**src/rtl/cesa_pkg.sv**
```systemverilog
// Shared definitions for the carry-estimating adder: FSM states, slice width
// and the carry-estimate function used by both the datapath and controller.
package cesa_pkg;

    localparam int CESA_SLICE_W = 8;

    typedef enum logic [1:0] {
        ST_IDLE = 2'd0,
        ST_EVAL = 2'd1,
        ST_DONE = 2'd2
    } cesa_state_t;

    // Carry estimate into slice k from the upper nibble (bits 7..4) of slice k-1.
    // Look two bits down when the top two bits both propagate.
    function automatic logic cesa_est(input logic [3:0] a_hi, input logic [3:0] b_hi);
        logic [3:0] g;
        logic [3:0] p;
        g = a_hi & b_hi;
        p = a_hi ^ b_hi;
        if (p[3] && p[2])
            return g[1] | (p[1] & g[0]);
        else
            return g[3] | (p[3] & g[2]);
    endfunction

endpackage

```
**src/rtl/cesa_slice8.sv**
```systemverilog
// One 8-bit add slice: sum and carry-out from operands and a carry-in.
module cesa_slice8
    import cesa_pkg::*;
(
    input  logic [CESA_SLICE_W-1:0] i_a,
    input  logic [CESA_SLICE_W-1:0] i_b,
    input  logic                    i_ci,
    output logic [CESA_SLICE_W-1:0] o_sum,
    output logic                    o_co
);

    // Plain ripple add, one extra bit for the carry-out.
    assign {o_co, o_sum} = {1'b0, i_a} + {1'b0, i_b} + {{CESA_SLICE_W{1'b0}}, i_ci};

endmodule

```
**src/rtl/cesa_add_seq.sv**
```systemverilog
// Sequencing controller for the carry-estimating adder: captures a request,
// evaluates with estimated slice carries, repairs wrong carries until the
// result is exact (or returns the first result in approx mode).
module cesa_add_seq
    import cesa_pkg::*;
#(
    parameter int NSLICE = 4,
    parameter int STATW  = 16
) (
    input  logic                           clk_i,
    input  logic                           rst_i,
    input  logic                           req_valid_i,
    output logic                           req_ready_o,
    input  logic [CESA_SLICE_W*NSLICE-1:0] req_a_i,
    input  logic [CESA_SLICE_W*NSLICE-1:0] req_b_i,
    input  logic                           req_cin_i,
    input  logic                           req_approx_i,
    output logic                           rsp_valid_o,
    input  logic                           rsp_ready_i,
    output logic [CESA_SLICE_W*NSLICE-1:0] rsp_sum_o,
    output logic                           rsp_cout_o,
    output logic                           rsp_err_o,
    output logic [1:0]                     rsp_fix_o,
    output logic [STATW-1:0]               stat_fix_o
);

    localparam int W = CESA_SLICE_W * NSLICE;

    cesa_state_t       r_state, w_state_nxt;
    logic [W-1:0]      r_a, r_b;
    logic              r_approx;
    logic [NSLICE-1:0] r_ci;
    logic [1:0]        r_fix;
    logic              r_rsp_valid, r_cout, r_err;
    logic [W-1:0]      r_sum;
    logic [1:0]        r_rsp_fix;
    logic [STATW-1:0]  r_stat;

    logic [W-1:0]      w_sum;
    logic [NSLICE-1:0] w_co, w_mis, w_est, w_ci_fix;
    logic              w_any_mis, w_acc, w_fin, w_fix, w_rsp_hs;

    // Slice datapath, always fed from the captured operands and carry vector.
    for (genvar k = 0; k < NSLICE; k++) begin : g_slice
        cesa_slice8 u_slice (
            .i_a  (r_a[k*CESA_SLICE_W +: CESA_SLICE_W]),
            .i_b  (r_b[k*CESA_SLICE_W +: CESA_SLICE_W]),
            .i_ci (r_ci[k]),
            .o_sum(w_sum[k*CESA_SLICE_W +: CESA_SLICE_W]),
            .o_co (w_co[k])
        );
    end

    // Initial carry estimates, mismatch vector and repaired carry vector.
    always_comb begin
        w_est    = '0;
        w_mis    = '0;
        w_ci_fix = r_ci;
        w_est[0] = req_cin_i;
        for (int k = 1; k < NSLICE; k++) begin
            w_est[k]    = cesa_est(req_a_i[(k-1)*CESA_SLICE_W+4 +: 4],
                                   req_b_i[(k-1)*CESA_SLICE_W+4 +: 4]);
            w_mis[k]    = r_ci[k] ^ w_co[k-1];
            w_ci_fix[k] = w_co[k-1];
        end
    end

    assign w_any_mis = |w_mis;
    assign w_acc     = (r_state == ST_IDLE) && req_valid_i;
    assign w_fin     = (r_state == ST_EVAL) && (!w_any_mis || r_approx);
    assign w_fix     = (r_state == ST_EVAL) && w_any_mis && !r_approx;
    assign w_rsp_hs  = (r_state == ST_DONE) && rsp_ready_i;

    // Next-state logic.
    always_comb begin
        w_state_nxt = r_state;
        case (r_state)
            ST_IDLE: if (w_acc)    w_state_nxt = ST_EVAL;
            ST_EVAL: if (w_fin)    w_state_nxt = ST_DONE;
            ST_DONE: if (w_rsp_hs) w_state_nxt = ST_IDLE;
            default:               w_state_nxt = ST_IDLE;
        endcase
    end

    // State register.
    always_ff @(posedge clk_i or posedge rst_i) begin
        if (rst_i) r_state <= ST_IDLE;
        else       r_state <= w_state_nxt;
    end

    // Operand capture on accept; carry repair and fix count while evaluating.
    always_ff @(posedge clk_i or posedge rst_i) begin
        if (rst_i) begin
            r_a      <= '0;
            r_b      <= '0;
            r_approx <= 1'b0;
            r_ci     <= '0;
            r_fix    <= '0;
        end else if (w_acc) begin
            r_a      <= req_a_i;
            r_b      <= req_b_i;
            r_approx <= req_approx_i;
            r_ci     <= w_est;
            r_fix    <= '0;
        end else if (w_fix) begin
            r_ci     <= w_ci_fix;
            r_fix    <= r_fix + 2'd1;
        end
    end

    // Response registers: loaded when evaluation finishes, held until taken.
    always_ff @(posedge clk_i or posedge rst_i) begin
        if (rst_i) begin
            r_rsp_valid <= 1'b0;
            r_sum       <= '0;
            r_cout      <= 1'b0;
            r_err       <= 1'b0;
            r_rsp_fix   <= '0;
        end else if (w_fin) begin
            r_rsp_valid <= 1'b1;
            r_sum       <= w_sum;
            r_cout      <= w_co[NSLICE-1];
            r_err       <= r_approx & w_any_mis;
            r_rsp_fix   <= r_fix;
        end else if (w_rsp_hs) begin
            r_rsp_valid <= 1'b0;
        end
    end

    // Saturating count of exact-mode ops that needed at least one fix.
    always_ff @(posedge clk_i or posedge rst_i) begin
        if (rst_i)
            r_stat <= '0;
        else if (w_fin && !r_approx && (r_fix != 2'd0) && (r_stat != {STATW{1'b1}}))
            r_stat <= r_stat + 1'b1;
    end

    assign req_ready_o = (r_state == ST_IDLE);
    assign rsp_valid_o = r_rsp_valid;
    assign rsp_sum_o   = r_sum;
    assign rsp_cout_o  = r_cout;
    assign rsp_err_o   = r_err;
    assign rsp_fix_o   = r_rsp_fix;
    assign stat_fix_o  = r_stat;

endmodule

```
**config.mk**
```make
export PLATFORM = sky130hd
export DESIGN_NAME = cesa_add_seq
export DESIGN_NICKNAME = d
export VERILOG_FILES = /design/src/rtl/cesa_pkg.sv /design/src/rtl/cesa_slice8.sv /design/src/rtl/cesa_add_seq.sv
export SDC_FILE = /design/constraint.sdc
export NUM_CORES = 1
export LEC_CHECK = 0
export CORE_ASPECT_RATIO = 1.5
export CORE_UTILIZATION = 53
export DETAILED_ROUTE_END_ITERATION = 7
export PLACE_DENSITY = 0.81
export SETUP_SLACK_MARGIN = 0.15
export SLEW_MARGIN = 5
export SYNTH_ARGS = -nofsm -noshare
export SYNTH_HDL_FRONTEND = slang
export SYNTH_SLANG_ARGS = --single-unit
```
**constraint.sdc**
```tcl
create_clock -name clk_i -period 4.59 [get_ports clk_i]
set_input_delay 0.6885 -clock clk_i [delete_from_list [all_inputs] [get_ports clk_i]]
set_output_delay 0.6885 -clock clk_i [all_outputs]
set_load 0.02 [all_outputs]
```
# == Yosys cells after proc, flatten, opt, wreduce, memory -nomap -nowiden ==
# Cells that the tools add are included.
# classes
n_addsub,10
bitwise,22
reduce_logical,20
n_eq_ne,6
muxes,13
# op_table
op,count
8-bit by 8-bit adder with 9-bit output,4
9-bit by 1-bit adder with 9-bit output,4
"16-bit by 1-bit adder with 16-bit output, second input constant",1
"16-bit != test, second input constant",1
4-bit bitwise AND,3
4-bit bitwise XOR,3
1-bit logical AND,11
2-bit two-way mux,5
4-bit two-way mux,2
1-bit bitwise AND,7
1-bit OR,6
2-bit one-hot mux with 3 select lines,1
2-bit nonzero test,3
1-bit two-way mux,5
"2-bit != test, second input constant",2
3-bit AND reduction,1
3-bit OR reduction,1
1-bit bitwise XOR,3
"2-bit by 1-bit adder with 2-bit output, second input constant",1
"2-bit by 1-bit == test with 1-bit output, second input constant",1
"2-bit == test, second input constant",1
1-bit logical NOT,2
2-bit logical NOT,1
"2-bit by 1-bit != test with 1-bit output, second input constant",1
1-bit logical OR,1
# word_totals
out_inout_bits,54
inputBits,70
register_bits,126
elab_cells,84

# == Depth between registers and ports, before layout ==
# depth
ltp_word,10
ltp_mapped,12
ltp_nobuf,10

# == Modules after synthesis ==
# Synthesis repeated with hierarchy kept, for this count alone.
# hier_totals
hier_cells,515
hier_area_um2,6571.3
# by_module_without_submodules
mod,seq_area_each_um2,cells_each,n_inst,area_each_um2
cesa_add_seq,3153.0,351,1,5245.0
cesa_slice8 (g_slice[0].u_slice ...),0.0,40,2,331.6
cesa_slice8 (g_slice[1].u_slice ...),0.0,42,2,331.6

# == Worst setup path before layout ==
# No wires, ideal clock.
# synth_timing
path_type,register to register
start,register r_ci[1]
end,register r_cout (netlist: rsp_cout_o)
synth_period_minus_slack_ps,2877
setup_ps,125
path_slack_ps,1713
path_buffers,2
stages_incl_launch_ff,13
t_arrival_ps,2752
required_time_ps,4465
cell_sequence,dfrtp_1 inv_1 fa_1 inv_1 fa_1 a211oi_2 o21bai_1 a311oi_1 o221ai_1 a211o_1 buf_6 buf_6 mux2_4
# synth_via
elab_chain_cells,6
word_cells_on_any_way,7
cone_classes,add/sub: 1; bitwise: 2; reduce/logical: 4
# synth_rtl
element,line_no,text
"start, declared",cesa_add_seq.sv:32,logic [NSLICE-1:0] r_ci;
"start signal, assigned",cesa_add_seq.sv:103,r_ci <= w_est;
"start signal, assigned",cesa_add_seq.sv:106,r_ci <= w_ci_fix;
9-bit by 1-bit adder with 9-bit output,cesa_slice8.sv:13,"assign {o_co, o_sum} = {1'b0, i_a} + {1'b0, i_b} + {{CESA_SLICE_W{1'b0}}, i_ci};"
1-bit bitwise XOR,cesa_add_seq.sv:63,w_mis[k] = r_ci[k] ^ w_co[k-1];
3-bit OR reduction (*),cesa_add_seq.sv:68,assign w_any_mis = |w_mis;
1-bit logical NOT (*),cesa_add_seq.sv:70,assign w_fin = (r_state == ST_EVAL) && (!w_any_mis || r_approx);
1-bit logical OR (*),cesa_add_seq.sv:70,
1-bit logical AND (*),cesa_add_seq.sv:70,
"end signal, assigned",cesa_add_seq.sv:122,r_cout <= w_co[NSLICE-1];
"end, declared",cesa_add_seq.sv:34,"logic r_rsp_valid, r_cout, r_err;"
# Mark *: on every way between the ends. The rest lies on a longest branch, timed or not.
# A chain may end at the register's enable or synchronous reset.

# == Worst setup path after layout ==
# layout_timing
start,register r_ci[2]
end,register r_sum[30] (netlist: rsp_sum_o[30])
# layout_via
elab_chain_cells,6
word_cells_on_any_way,7
cone_classes,add/sub: 1; bitwise: 2; reduce/logical: 4
# layout_rtl
element,line_no,text
9-bit by 1-bit adder with 9-bit output,cesa_slice8.sv:13,
1-bit bitwise XOR,cesa_add_seq.sv:63,
3-bit OR reduction (*),cesa_add_seq.sv:68,
1-bit logical NOT (*),cesa_add_seq.sv:70,
1-bit logical OR (*),cesa_add_seq.sv:70,
1-bit logical AND (*),cesa_add_seq.sv:70,
"end signal, assigned",cesa_add_seq.sv:121,r_sum <= w_sum;
"end, declared",cesa_add_seq.sv:35,logic [W-1:0] r_sum;
# Marked as above.

==> results.ini <==
[yosys]
netlist_top_cells_area = dfrtp_1 (48%), nand2_1 (11%), ha_1 (7.4%)
ys_warn_count = 0
synthFlopType = dfrtp_1
ys_seq_elements = 126
yosysMostFrequentCell = nand2_1
syn_inst = 664
syn_area_mm2 = 0.006603
ys_seq_area_share_pct = 47.75
synth_top_area_share_pct = 47.75
postSynthAreaPerCell_um2 = 9.944
yosysTopAreaCell = dfrtp_1
syn_nets = 781
synthTopCellsByCount = nand2_1 (194), dfrtp_1 (126), ha_1 (39)
synth_edf_count = 0
yosysUniqueCellTypes = 41
async_flop_share_pct = 100.0

[setup_path]
end_kind = flop
r2r_slack_ps = 760
r2r-end = rsp_sum_o[30]
required_ps = 4880
crit_type = flop to flop
startpoint = r_ci[2]
startpoint_type = flop
cp_max_fo = 20
reg2reg_depth = 12
critical_path_arrival_ps = 4120
regToRegStartpoint = r_ci[2]

[timing]
setup_tns_ps = 0
fmax_ghz = 0.2608
skew_ps = 12.13
finalCritPeriodShare_pct = 83.54
setup_violations = 0
max-slew-margin-rel_pct = 22.84
rsz0062_at_grt = false
finalHoldWorstSlack_ps = 480.8
tightest_slew_ps = 1157
hold_viol_final = 0
slew_viol_final = 0
fin_crit_ps = 3835

[routing]
routed_via_density = 5.564
wl_per_cell_um = 16.63
dr.first_iter.drc_count = 308
antenna_left = 0
dr.pass1.iters = 5
wl_um = 15890
num_vias = 5314
drcViolationCount = 0

[power_and_ir_drop]
ir_drop_mv = 0.4555
p_leak_nw = 4.244
power_frac_seq_pct = 28.3
switching_share_pct = 38.29
p_switching_mw = 2.643
intPower_mw = 4.260
p_comb_share_pct = 49.9
p_clk_share_pct = 21.8
power_density_mw_per_mm2 = 800.2
power_mw = 6.903

[grt]
gr-usage-met3_pct = 4.770
grt_max_degree = 67
gr-total-overflow = 0
busiest_layer = met2
grt_pass1_vias = 5588
grt_usage_pct = 25.82
met1_usage_pct = 27.85
antenna_found_initial = 0
grt_use_met2_pct = 47.56
grt_pass1_wl_um = 25950

[layout]
syn_to_final_growth_pct = 30.66
final_util_pct = 71.43
stdcell_area_mm2 = 0.008627
drive_above_1_share_pct = 9.227
fillers = 812
final_nets = 907
regArea_mm2 = 0.003153
diodes = 0
multi_input_area_mm2 = 0.003231

[clocking]
cts_root_buffer = clkbuf_16
cts.repair.resized = 0
holdBufCountCts = 0
clk_latency_ps = 410
cts_buffers = 17
h-tree-depth = 4
post_cts_buffers = 0
path_clk_slew_ps = 50
cts_max_path_buffers = 2
cts.sinks = 126
cts_tree = built

[floorplanning]
start_util_pct = 54.67
io_pins = 124
fp.dieW_um = 93.13
dieArea_mm2 = 0.01292
core_area_mm2 = 0.01208
fp.dieH_um = 138.7
rows = 49

[min_path]
hold_start = r_a[22]
min_path_type = flop to flop
holdPathStages = 2
whs_endpoint = r_a[22]

[status]
status = completed

[placed_design]
placed_cell_area_mm2 = 0.007966
dpl.hpwl_um = 11220
place_congestion = 0.8713
io_buffers = 123

[job]
maxCapViolations = 0

## cell usage in the layout (no fill, tap or decap), types with 17 or more instances in the layout
cell,count
nand2_1,193
dfrtp_1,126
clkdlybuf4s50_1,123
ha_1,39
o21ai_0,28
inv_1,27
nor2_1,25
mux2_4,24
xor2_1,21
nor3_1,18
xnor2_1,18
clkbuf_16,17
## critical path, cell delays in order, from the launching register on
cell and delay (ps):
dfrtp_1 400, inv_1 110, fa_1 200, inv_1 60, fa_1 420, a211oi_1 340, nor3_1 160, o31a_1 260
o221ai_1 170, buf_4 270, a211o_2 590, buf_4 340, mux2_2 380
## worst max path at each step
| stage | cells after the start | slack (ps) | to |
|---|---|---|---|
| global route | 12 | 560 | rsp_sum_o[30] |
| finish | 12 | 760 | rsp_sum_o[30] |
| CTS | 12 | 750 | rsp_sum_o[30] |
| floorplan | 1 | 550 | r_a[0] |
| detailed placement | 12 | 870 | rsp_sum_o[25] |
| global placement | 12 | 1000 | rsp_sum_o[23] |
## metal layers
metal	vias up	routed length (µm)
met3	45	698
met2	178	8746
met4	0	445
met5	-	0
met1	2607	5995
li1	2484	-
## power by group through the flow
| stage | clock network, mW | logic [mW] | registers [mW] |
|---|---|---|---|
| finish | 1.50 | 3.45 | 1.95 |
| global route | 1.56 | 3.75 | 1.99 |
| CTS | 1.52 | 3.45 | 1.94 |
| global placement | 0 | 3.22 | 1.93 |
| detailed placement | 0 | 3.36 | 1.95 |
| floorplan | 0 | 2.27 | 2.05 |
## cells by family after synthesis
family | after synthesis | synth area share (%)
multiplexers | 38 | 7.751
buffers and inverters | 51 | 3.392
AND/OR/NAND/NOR | 282 | 18.08
flip-flops | 126 | 47.75
AO/OA/AOI/OAI | 81 | 8.035
XOR/XNOR | 39 | 5.173
adder cells (fa/ha/maj) | 47 | 9.816
## registers in the layout (all words and copies together) (netlist names)
signal	count
rsp_fix_o	2
rsp_cout_o	1
r_fix	2
r_state	2
r_ci	4
stat_fix_o	16
r_b	32
rsp_sum_o	32
rsp_err_o	1
r_approx	1
rsp_valid_o	1
r_a	32
## layout make-up
class / instances / area share, %
clock buffers: 20 / 5.178
clock inverters: 11 / 2.480
inverters: 28 / 1.247
multi-input cells: 487 / 37.45
flip-flops and latches: 126 / 36.55
well taps: 153 / 2.219
repair buffers: 130 / 14.88
## metrics by stage
| stage | instances | setup WS (ps) |
|---|---|---|
| floorplan | 664 | 545.6 |
| global placement | 924 | 1002 |
| detailed placement | 924 | 870.2 |
| CTS | 955 | 754.6 |
| global route | 955 | 560.2 |
| finish | 955 | 755.4 |
Power figures use the tool's default switching activity.
